[config.mk]
export PLATFORM = sky130hd
export DESIGN_NAME = cart_loader_flat
export DESIGN_NICKNAME = d
export VERILOG_FILES = /design/src/rtl/cart_loader_pkg.sv /design/src/rtl/cart_loader_if.sv /design/src/rtl/cart_meta_tracker.sv /design/src/rtl/cart_loader.sv /design/src/flat_wrapper.sv
export SDC_FILE = /design/constraint.sdc
export NUM_CORES = 1
export LEC_CHECK = 0
export CAP_MARGIN = 20
export CORE_MARGIN = 2
export CORE_UTILIZATION = 23
export DETAILED_ROUTE_END_ITERATION = 16
export DONT_BUFFER_PORTS = 1
export GPL_ROUTABILITY_DRIVEN = 0
export SYNTH_ARGS = -nofsm -noshare
export SYNTH_HDL_FRONTEND = slang
export SYNTH_SLANG_ARGS = --single-unit
[constraint.sdc]
create_clock -name clk_sys -period 8.1 [get_ports clk_sys]
set_clock_uncertainty 0.1 [all_clocks]
set_input_delay 0.81 -clock clk_sys [delete_from_list [all_inputs] [get_ports clk_sys]]
set_output_delay 0.81 -clock clk_sys [all_outputs]
set_load 0.1 [all_outputs]
[src/rtl/cart_loader_pkg.sv]
// Shared types and constants for the cartridge loader.
package cart_loader_pkg;

  localparam int unsigned IOCTL_ADDR_W = 25;
  localparam int unsigned IDX_W        = 8;
  localparam int unsigned DATA_W       = 8;
  localparam int unsigned PAGES_W      = 6;
  localparam int unsigned PAGE_SHIFT   = 14;

  localparam logic [15:0] COLECO_HDR_A = 16'hAA55;
  localparam logic [15:0] COLECO_HDR_B = 16'h55AA;
  localparam logic [15:0] SG_RAM_LO    = 16'h2000;
  localparam logic [15:0] SG_RAM_HI    = 16'h3FFF;

  typedef enum logic [1:0] {
    IDLE   = 2'd0,
    LOAD   = 2'd1,
    WRITE  = 2'd2,
    FINISH = 2'd3
  } state_e;

  // Committed cartridge metadata as seen by the console core.
  typedef struct packed {
    logic [PAGES_W-1:0] pages;
    logic               sg1000;
    logic               extram;
    logic               header_ok;
    logic               overflow;
    logic               valid;
  } meta_t;

  // True when the two leading image bytes form a Coleco cartridge signature.
  function automatic logic hdr_match(input logic [15:0] hdr);
    return (hdr == COLECO_HDR_A) || (hdr == COLECO_HDR_B);
  endfunction

endpackage

[src/rtl/cart_loader_if.sv]
// Download stream from hps_io and SDRAM write port seen by the loader.
interface cart_loader_if #(
  parameter int unsigned ADDR_BITS = 20
);
  import cart_loader_pkg::*;

  logic                    ioctl_download;
  logic [IDX_W-1:0]        ioctl_index;
  logic                    ioctl_wr;
  logic [IOCTL_ADDR_W-1:0] ioctl_addr;
  logic [DATA_W-1:0]       ioctl_dout;
  logic                    ioctl_wait;

  logic [ADDR_BITS-1:0]    mem_addr;
  logic [DATA_W-1:0]       mem_din;
  logic                    mem_we;
  logic                    mem_ready;

  // Environment side: hps_io download source plus SDRAM acceptor.
  modport master (
    output ioctl_download, ioctl_index, ioctl_wr, ioctl_addr, ioctl_dout, mem_ready,
    input  ioctl_wait, mem_addr, mem_din, mem_we
  );

  // Loader side.
  modport slave (
    input  ioctl_download, ioctl_index, ioctl_wr, ioctl_addr, ioctl_dout, mem_ready,
    output ioctl_wait, mem_addr, mem_din, mem_we
  );

endinterface

[src/rtl/cart_meta_tracker.sv]
// Shadows cartridge metadata while a download runs and commits it at the end.
module cart_meta_tracker
  import cart_loader_pkg::*;
#(
  parameter int unsigned ADDR_BITS = 20
) (
  input  logic                 clk_sys,
  input  logic                 reset,
  input  logic                 start,
  input  logic                 sg_sel,
  input  logic                 accept,
  input  logic                 drop,
  input  logic                 commit,
  input  logic [ADDR_BITS-1:0] addr,
  input  logic [DATA_W-1:0]    data,
  output meta_t                meta
);

  localparam int unsigned CNT_W = ADDR_BITS + 1;

  logic [CNT_W-1:0]     cnt_q, cnt_d;
  logic [ADDR_BITS-1:0] last_q, last_d;
  logic                 ff_run_q, ff_run_d;
  logic [DATA_W-1:0]    hdr0_q, hdr0_d;
  logic [DATA_W-1:0]    hdr1_q, hdr1_d;
  logic                 hdr0_got_q, hdr0_got_d;
  logic                 hdr1_got_q, hdr1_got_d;
  logic                 ovf_q, ovf_d;
  logic                 sg_q, sg_d;
  meta_t                meta_q, meta_d;

  logic in_ram_c;
  logic ext_cover_c;

  assign in_ram_c    = (32'(addr) >= 32'(SG_RAM_LO)) && (32'(addr) <= 32'(SG_RAM_HI));
  assign ext_cover_c = 32'(last_q) >= 32'(SG_RAM_HI);

  // Shadow update on clear/accept/drop and atomic commit of the metadata.
  always_comb begin
    cnt_d      = cnt_q;
    last_d     = last_q;
    ff_run_d   = ff_run_q;
    hdr0_d     = hdr0_q;
    hdr1_d     = hdr1_q;
    hdr0_got_d = hdr0_got_q;
    hdr1_got_d = hdr1_got_q;
    ovf_d      = ovf_q;
    sg_d       = sg_q;
    meta_d     = meta_q;

    if (start) begin
      cnt_d        = '0;
      last_d       = '0;
      ff_run_d     = 1'b1;
      hdr0_d       = '0;
      hdr1_d       = '0;
      hdr0_got_d   = 1'b0;
      hdr1_got_d   = 1'b0;
      ovf_d        = 1'b0;
      sg_d         = sg_sel;
      meta_d.valid = 1'b0;
    end

    if (accept) begin
      if (cnt_q != '1) begin
        cnt_d = cnt_q + CNT_W'(1);
      end
      last_d = addr;
      if (addr == ADDR_BITS'(0)) begin
        hdr0_d     = data;
        hdr0_got_d = 1'b1;
      end
      if (addr == ADDR_BITS'(1)) begin
        hdr1_d     = data;
        hdr1_got_d = 1'b1;
      end
      if (in_ram_c && (data != 8'hFF)) begin
        ff_run_d = 1'b0;
      end
    end

    if (drop) begin
      ovf_d = 1'b1;
    end

    if (commit) begin
      meta_d.pages     = PAGES_W'(last_q >> PAGE_SHIFT);
      meta_d.sg1000    = sg_q;
      meta_d.extram    = sg_q & ff_run_q & ext_cover_c;
      meta_d.header_ok = ~sg_q & hdr0_got_q & hdr1_got_q & hdr_match({hdr0_q, hdr1_q});
      meta_d.overflow  = ovf_q;
      meta_d.valid     = (cnt_q != '0);
    end
  end

  // Shadow and committed-metadata registers.
  always_ff @(posedge clk_sys or posedge reset) begin
    if (reset) begin
      cnt_q      <= '0;
      last_q     <= '0;
      ff_run_q   <= 1'b0;
      hdr0_q     <= '0;
      hdr1_q     <= '0;
      hdr0_got_q <= 1'b0;
      hdr1_got_q <= 1'b0;
      ovf_q      <= 1'b0;
      sg_q       <= 1'b0;
      meta_q     <= '0;
    end else begin
      cnt_q      <= cnt_d;
      last_q     <= last_d;
      ff_run_q   <= ff_run_d;
      hdr0_q     <= hdr0_d;
      hdr1_q     <= hdr1_d;
      hdr0_got_q <= hdr0_got_d;
      hdr1_got_q <= hdr1_got_d;
      ovf_q      <= ovf_d;
      sg_q       <= sg_d;
      meta_q     <= meta_d;
    end
  end

  assign meta = meta_q;

endmodule

[src/rtl/cart_loader.sv]
// Moves hps_io download bytes into cartridge SDRAM and publishes cart metadata.
module cart_loader
  import cart_loader_pkg::*;
#(
  parameter int unsigned ADDR_BITS      = 20,
  parameter logic [4:0]  SG_INDEX       = 5'd2,
  parameter logic [4:0]  ROM_INDEX_MASK = 5'h1F
) (
  input  logic               clk_sys,
  input  logic               reset,
  cart_loader_if.slave       bus,
  output logic [PAGES_W-1:0] cart_pages,
  output logic               sg1000,
  output logic               extram,
  output logic               header_ok,
  output logic               overflow,
  output logic               cart_valid
);

  state_e state_q, state_d;

  logic                 dl_q, dl_d;
  logic                 mem_we_q, mem_we_d;
  logic                 wait_q, wait_d;
  logic [ADDR_BITS-1:0] addr_q, addr_d;
  logic [DATA_W-1:0]    din_q, din_d;

  logic  start_c;
  logic  accept_c;
  logic  drop_c;
  logic  commit_c;
  logic  in_range_c;
  logic  sg_sel_c;
  meta_t meta;

  assign in_range_c = (bus.ioctl_addr >> ADDR_BITS) == IOCTL_ADDR_W'(0);
  assign sg_sel_c   = (bus.ioctl_index & {3'b000, ROM_INDEX_MASK}) == {3'b000, SG_INDEX};

  // State register.
  always_ff @(posedge clk_sys or posedge reset) begin
    if (reset) begin
      state_q <= IDLE;
    end else begin
      state_q <= state_d;
    end
  end

  // Next-state logic; a pending write always finishes before FINISH.
  always_comb begin
    state_d = state_q;
    case (state_q)
      IDLE: begin
        if (bus.ioctl_download && !dl_q) begin
          state_d = LOAD;
        end
      end
      LOAD: begin
        if (!bus.ioctl_download) begin
          state_d = FINISH;
        end else if (bus.ioctl_wr && in_range_c) begin
          state_d = WRITE;
        end
      end
      WRITE: begin
        if (bus.mem_ready) begin
          state_d = LOAD;
        end
      end
      FINISH: begin
        state_d = IDLE;
      end
      default: begin
        state_d = IDLE;
      end
    endcase
  end

  // Output/datapath logic: byte latch, write request, backpressure, tracker strobes.
  always_comb begin
    dl_d     = bus.ioctl_download;
    mem_we_d = mem_we_q;
    wait_d   = wait_q;
    addr_d   = addr_q;
    din_d    = din_q;
    start_c  = 1'b0;
    accept_c = 1'b0;
    drop_c   = 1'b0;
    commit_c = 1'b0;
    case (state_q)
      IDLE: begin
        start_c = bus.ioctl_download && !dl_q;
      end
      LOAD: begin
        if (bus.ioctl_download && bus.ioctl_wr) begin
          if (in_range_c) begin
            accept_c = 1'b1;
            addr_d   = ADDR_BITS'(bus.ioctl_addr);
            din_d    = bus.ioctl_dout;
            mem_we_d = 1'b1;
            wait_d   = 1'b1;
          end else begin
            drop_c = 1'b1;
          end
        end
      end
      WRITE: begin
        if (bus.mem_ready) begin
          mem_we_d = 1'b0;
          wait_d   = 1'b0;
        end
      end
      FINISH: begin
        commit_c = 1'b1;
      end
      default: begin
        mem_we_d = 1'b0;
        wait_d   = 1'b0;
      end
    endcase
  end

  // Datapath registers; reset drops the write request and backpressure at once.
  always_ff @(posedge clk_sys or posedge reset) begin
    if (reset) begin
      dl_q     <= 1'b0;
      mem_we_q <= 1'b0;
      wait_q   <= 1'b0;
      addr_q   <= '0;
      din_q    <= '0;
    end else begin
      dl_q     <= dl_d;
      mem_we_q <= mem_we_d;
      wait_q   <= wait_d;
      addr_q   <= addr_d;
      din_q    <= din_d;
    end
  end

  cart_meta_tracker #(
    .ADDR_BITS (ADDR_BITS)
  ) u_meta (
    .clk_sys (clk_sys),
    .reset   (reset),
    .start   (start_c),
    .sg_sel  (sg_sel_c),
    .accept  (accept_c),
    .drop    (drop_c),
    .commit  (commit_c),
    .addr    (ADDR_BITS'(bus.ioctl_addr)),
    .data    (bus.ioctl_dout),
    .meta    (meta)
  );

  assign bus.ioctl_wait = wait_q;
  assign bus.mem_we     = mem_we_q;
  assign bus.mem_addr   = addr_q;
  assign bus.mem_din    = din_q;

  assign cart_pages = meta.pages;
  assign sg1000     = meta.sg1000;
  assign extram     = meta.extram;
  assign header_ok  = meta.header_ok;
  assign overflow   = meta.overflow;
  assign cart_valid = meta.valid;

endmodule

[src/flat_wrapper.sv]
// flat-port wrapper written by rule: the top's interface ports become plain ports
module cart_loader_flat import cart_loader_pkg::*;
#(
  parameter int unsigned ADDR_BITS      = 20,
  parameter logic [4:0]  SG_INDEX       = 5'd2,
  parameter logic [4:0]  ROM_INDEX_MASK = 5'h1F
)
  (clk_sys, reset, cart_pages, sg1000, extram, header_ok, overflow, cart_valid, bus_ioctl_download, bus_ioctl_index, bus_ioctl_wr, bus_ioctl_addr, bus_ioctl_dout, bus_mem_ready, bus_ioctl_wait, bus_mem_addr, bus_mem_din, bus_mem_we);
  cart_loader_if #(.ADDR_BITS(ADDR_BITS)) bus_i ();
  input  logic clk_sys;
  input  logic reset;
  output logic [PAGES_W-1:0] cart_pages;
  output logic sg1000;
  output logic extram;
  output logic header_ok;
  output logic overflow;
  output logic cart_valid;
  input wire logic [$bits(bus_i.ioctl_download)-1:0] bus_ioctl_download;
  input wire logic [$bits(bus_i.ioctl_index)-1:0] bus_ioctl_index;
  input wire logic [$bits(bus_i.ioctl_wr)-1:0] bus_ioctl_wr;
  input wire logic [$bits(bus_i.ioctl_addr)-1:0] bus_ioctl_addr;
  input wire logic [$bits(bus_i.ioctl_dout)-1:0] bus_ioctl_dout;
  input wire logic [$bits(bus_i.mem_ready)-1:0] bus_mem_ready;
  output wire logic [$bits(bus_i.ioctl_wait)-1:0] bus_ioctl_wait;
  output wire logic [$bits(bus_i.mem_addr)-1:0] bus_mem_addr;
  output wire logic [$bits(bus_i.mem_din)-1:0] bus_mem_din;
  output wire logic [$bits(bus_i.mem_we)-1:0] bus_mem_we;
  assign bus_i.ioctl_download = bus_ioctl_download;
  assign bus_i.ioctl_index = bus_ioctl_index;
  assign bus_i.ioctl_wr = bus_ioctl_wr;
  assign bus_i.ioctl_addr = bus_ioctl_addr;
  assign bus_i.ioctl_dout = bus_ioctl_dout;
  assign bus_i.mem_ready = bus_mem_ready;
  assign bus_ioctl_wait = bus_i.ioctl_wait;
  assign bus_mem_addr = bus_i.mem_addr;
  assign bus_mem_din = bus_i.mem_din;
  assign bus_mem_we = bus_i.mem_we;
  cart_loader #(.ADDR_BITS(ADDR_BITS), .SG_INDEX(SG_INDEX), .ROM_INDEX_MASK(ROM_INDEX_MASK)) u_core (.clk_sys(clk_sys), .reset(reset), .bus(bus_i), .cart_pages(cart_pages), .sg1000(sg1000), .extram(extram), .header_ok(header_ok), .overflow(overflow), .cart_valid(cart_valid));
endmodule
* Word-level counts from Yosys, hierarchy flattened
Cells that the tools add are included.
** Word-level totals
- Flip-flop bits (word level) :: 105
- Bits of input ports :: 46
- Output and inout port bits :: 41
- Word-level logic and storage cells :: 102
** Operators by class
- $add $sub $neg :: 1
- Magnitude comparators :: 3
- Eq/ne operators :: 14
- Mux-type cells :: 40
- Bitwise gates (word level) :: 6
- Reduce and logical (&&, ||, !) cells :: 18
** Operators with widths (number)
- $mux 21 :: 3
- $mux 8 :: 6
- $ge 20x14->1 const B :: 2
- $mux 20 :: 2
- $logic_not 25->1 :: 1
- $mux 1 :: 23
- $add 21x1->21 const B :: 1
- $ne 21x21->1 const B :: 1
- $reduce_bool 21->1 :: 1
- $eq 20x1->1 const B :: 1
- $le 20x14->1 const B :: 1
- $logic_not 20->1 :: 1
- $eq 16x15->1 const B :: 1
- $eq 16x16->1 const B :: 1
- $mux 2 :: 4
- $ne 8x8->1 const B :: 1
- $pmux 2 s4 :: 1
- $reduce_bool 2->1 :: 4
- $ne 2x1->1 const B :: 3
- $reduce_and 3->1 :: 2
- $and 1x1->1 :: 5
- $eq 5x2->1 const B :: 1
- $logic_and 1x1->1 :: 5
- $eq 2x2->1 const B :: 2
- 9 further kinds :: 9

* Logic depth before layout (Yosys ltp)
- Depth in word-level cells :: 6
- Depth in mapped cells :: 7
- Gate-level depth less buffers :: 6

* Cells and area by module
From an unflattened synthesis, not the netlist that was laid out.
** Unflattened totals
- Cells, all modules :: 448
- Area, all modules :: 4842.1 um^2
** Modules (own cells, without submodules)
- cart_meta_tracker :: instances 1, cells each 361, area an instance 3534.6 um^2, sequential area each 1826.8 um^2
- cart_loader :: instances 1, cells each 87, area an instance 1307.5 um^2, sequential area each 800.8 um^2

* Least setup slack after synthesis
No wires, ideal clock.
- Path kind :: input -> register
- Start :: in bus_ioctl_addr[20]
- End :: reg u_core.u_meta.cnt_q[9]
- Setup time :: 0.079 ns
- Data arrival time :: 2.273 ns
- Path slack :: 5.648 ns
- Cell stages on the path :: 7
- Buffers on the path :: 2
- Path through :: nor4_4 nand4_2 buf_6 a31o_2 buf_2 nor4_2 mux2i_1
** Between the ends
- Cells in the longest elaborated chain, start to end :: 5
** RTL lines
- start: declaration :: line flat_wrapper.sv:21 : input wire logic [$bits(bus_i.ioctl_addr)-1:0] bus_ioctl_addr;
- $logic_not 25->1 :: line cart_loader.sv:36 : assign in_range_c = (bus.ioctl_addr >> ADDR_BITS) == IOCTL_ADDR_W'(0);
- $mux 1 :: line cart_loader.sv:95 : if (in_range_c) begin
- $mux 1 :: line cart_loader.sv:94 : if (bus.ioctl_download && bus.ioctl_wr) begin
- $mux 1 :: line cart_loader.sv:89 : case (state_q)
- $mux 21 :: line cart_meta_tracker.sv:64 : if (accept) begin
- named net u_core.u_meta.cnt_d[9] :: line cart_meta_tracker.sv:21 : logic [CNT_W-1:0] cnt_q, cnt_d;
- end signal: assignment :: line cart_meta_tracker.sv:110 : cnt_q <= cnt_d;
- end: declaration :: line cart_meta_tracker.sv:21
The timed path passes the listed nets, and every way through them passes these cells.
A chain may end at the register's enable or synchronous reset.

* Worst setup path in the final report
- Start :: in bus_ioctl_addr[20]
- End :: reg u_core.u_meta.hdr0_q[2]
** Between the ends
- Cells in the longest elaborated chain, start to end :: 5
** RTL lines
- $logic_not 25->1 :: line cart_loader.sv:36
- $mux 1 :: line cart_loader.sv:95
- $mux 1 :: line cart_loader.sv:94
- $mux 1 :: line cart_loader.sv:89
- $mux 8 :: line cart_meta_tracker.sv:64
- named net u_core.u_meta.hdr0_d[2] :: line cart_meta_tracker.sv:24 : logic [DATA_W-1:0] hdr0_q, hdr0_d;
- end signal: assignment :: line cart_meta_tracker.sv:113 : hdr0_q <= hdr0_d;
- end: declaration :: line cart_meta_tracker.sv:24
The timed path passes the listed nets, and every way through them passes these cells.

==> impl_metrics.py <==
metrics = {
    "finish": {
        "post_layout_nonfiller_instances": 738,
        "areaGrowthSynthToFinish_pct": 12.9,
        "n_antenna_cell": 0,
        "layout.nets": 516,
        "fin_util_pct": 26.6,
        "drive_gt1_share_pct": 9.73,
        "final_area_um2": 5190,
        "fill_cells": 2123,
    },
    "route": {
        "via_per_inst": 4.56,
        "routed_wl_um": 11400,
        "drt_iter0_drc": 175,
        "wl_per_cell_um": 15.4,
        "drc": 0,
        "num_vias": 3362,
        "postRouteAntennaNets": 0,
        "first_pass_iters": 4,
    },
    "timing": {
        "setup_viol": 0,
        "finalMaxSlewViolations": 0,
        "tightestPinTransition_ps": 983,
        "finalCriticalPeriod_ps": 2770,
        "worst_hold_slack_ps": 234,
        "tns_ps": 0,
        "finalHoldViolCount": 0,
        "finalCritPeriodShare_pct": 34.2,
        "rsz0062_at_grt": "false",
        "maxSlewHeadroom_pct": 34.5,
        "fmax_ghz": 0.360,
        "fin_ws_ps": 5330,
    },
    "placement": {
        "post-dp-hpwl_um": 8010,
        "dp_slack_ps": 4900,
        "port_buffers": 0,
        "dp_cells": 722,
        "place_area_um2": 4900,
    },
    "yosys": {
        "ys.flop_type": "dfrtp_1",
        "synth_common_cells": "nand2_1, dfrtp_1, o21ai_0",
        "synth_cell_types": 48,
        "yosysTopAreaCellShare_pct": 57.2,
        "async_flop_share_pct": 100,
        "yosysTopAreaCell": "dfrtp_1",
        "syn_nets": 517,
        "synth_cells": 469,
        "synth_edf_count": 0,
        "synth_area_leaders": "dfrtp_1, nand2_1, o21ai_0, mux2_2, nand4_1",
        "yosys_warnings": 0,
        "synth.cell_area_um2": 4600,
        "synth.most_common_cell": "nand2_1",
        "synth_area_per_cell_um2": 9.80,
        "seq_area_frac_synth_pct": 57.2,
        "yosys_register_bits": 105,
    },
    "worst_setup_path": {
        "critPathMaxStageDelay_ps": 730,
        "critPathMostFrequentCell": "nor4_4",
        "cp-end-kind": "flop",
        "cp.arrival_ps": 2870,
        "crit_fanout": 32,
        "crit_required_ps": 8200,
        "slowest_stage": "nor4_4",
        "startpoint_type": "input pin",
        "crit_chain": "nor4_4 -> nand4_2 -> buf_4 -> nor4_4 -> o21ai_0",
        "worstSetupPathType": "in -> reg",
    },
    "clock_tree": {
        "root_buffer": "clkbuf_16",
        "cts_buffers": 9,
        "clk_pin_slew_worst_paths_ps": 70,
        "post-cts-setup-buffers": 0,
        "cts_tree": "built",
        "cts_resized": 0,
        "cts_htree_levels": 3,
        "clkSinkCount": 105,
        "cts_hold_buffers": 0,
        "cts_max_path_buffers": 2,
        "clk_latency_ps": 350,
    },
    "power": {
        "total_power_mw": 1.36,
        "p_int_mw": 0.816,
        "p_clk_share_pct": 32.0,
        "leakagePower_nw": 2.36,
        "cellPowerDensity_nw_per_um2": 261,
        "pwr-share-seq_pct": 60.4,
        "combPwrFrac_pct": 7.6,
        "netSwitchingFraction_pct": 39.8,
        "ir_drop_v": 0.000123,
        "p_switching_mw": 0.540,
    },
    "grt": {
        "antenna_found_initial": 1,
        "grt_pass1_wl_um": 18700,
        "grt_pass1_vias": 3375,
        "grt_max_degree": 75,
        "grt_usage_pct": 11.0,
        "grt_overflow_total": 0,
    },
    "die": {
        "dieHeight_um": 145,
        "rows": 51,
        "pin_count": 87,
        "dieWidth_um": 145,
        "dieArea_um2": 21100,
        "core_um2": 19500,
        "start_util_pct": 23.5,
    },
    "run_status": {
        "status": "completed",
    },
    "min_path": {
        "hold_class": "in -> async",
    },
    "job": {
        "cap_violations": 0,
    },
}
## cells in the final DEF, fill, tap and decap left out, types with 5 or more instances in the layout
cell type and n:
a22o_1 7, a31oi_1 6, buf_4 7, clkbuf_16 9, dfrtp_1 104, inv_1 6
mux2_2 8, mux2i_1 6, nand2_1 167, nand3_1 9, nand4_1 13, nor2_1 13
nor3_1 5, nor4_1 9, nor4bb_1 8, o211ai_1 6, o21ai_0 27, o31ai_1 6
## power groups by stage
stage          combinational [mW]  clock, mW  sequential, mW
3_3_place_gp                0.105          0           0.830
6_report                    0.103      0.434           0.819
3_5_place_dp                0.107          0           0.829
4_1_cts                     0.106      0.451           0.820
2_1_floorplan              0.0894          0           0.810
5_1_grt                     0.120      0.470           0.826
## sequential cells by signal, summed over array words and instances, names as in the netlist
| signal | cells |
|---|---|
| u_core.u_meta.last_q | 20 |
| u_core.bus.mem_addr | 20 |
| u_core.bus.mem_we | 1 |
| u_core.u_meta.sg_q | 1 |
| u_core.u_meta.hdr0_got_q | 1 |
| u_core.state_q | 2 |
| u_core.u_meta.hdr0_q | 8 |
| u_core.u_meta.hdr1_q | 8 |
| u_core.u_meta.ovf_q | 1 |
| u_core.u_meta.ff_run_q | 1 |
| u_core.u_meta.meta | 11 |
| u_core.bus.mem_din | 8 |
| u_core.u_meta.cnt_q | 21 |
| u_core.u_meta.hdr1_got_q | 1 |
| u_core.dl_q | 1 |
## kinds of logic (layout without fill, tap and decap cells)
group / Yosys count / in the layout / synth area share [%]
simple gates: 251 / 251 / 26.2
flops: 105 / 105 / 57.2
compound gates: 70 / 70 / 10.2
buf+inv: 26 / 30 / 2.48
mux: 14 / 14 / 3.27
fa+ha+maj: 2 / 2 / 0.544
xor+xnor: 1 / 1 / 0.191
## per-layer routing
metal	vias to the layer above	GRT usage [%]	wire [µm]
met4	0	3.38	114
met2	89	16.9	5160
met5	-	0	0
met1	1625	15.2	5350
li1	1639	-	-
met3	9	3.17	749
## path summary, 6_finish.rpt
kind / from / to / slack, ps / cells past startpoint
worst max-delay path: bus_ioctl_addr[20] / u_core.u_meta.hdr0_q[2] / 5330 / 5
worst min-delay path: reset / u_core.u_meta.meta[7] / 230 / 1
worst max register to register: u_core.state_q[1] / u_core.u_meta.hdr0_q[2] / 5500 / 5
worst min register to register: u_core.u_meta.hdr0_got_q / u_core.u_meta.hdr0_got_q / 380 / 1
max in group asynchronous: reset / u_core.bus.mem_we / 6340 / 2
min in group clk_sys: u_core.u_meta.hdr0_got_q / u_core.u_meta.hdr0_got_q / 380 / 1
## critical path: cells and delay by family
| kind | cells | cell delay [ps] |
|---|---|---|
| simple gates | 3 | 1470 |
| compound gates | 1 | 210 |
| buf+inv | 1 | 360 |
## area by class of cell
cell class	instances	area [µm²]	area share [%]
multi-input cells	338	1850	35.7
clock buffers	9	225	4.34
repair buffers	7	52.6	1.01
well taps	265	332	6.39
inverters	7	28.8	0.554
clock inverters	7	68.8	1.33
flip-flops and latches	105	2630	50.7
No activity file was read; power rests on OpenSTA's default activity.
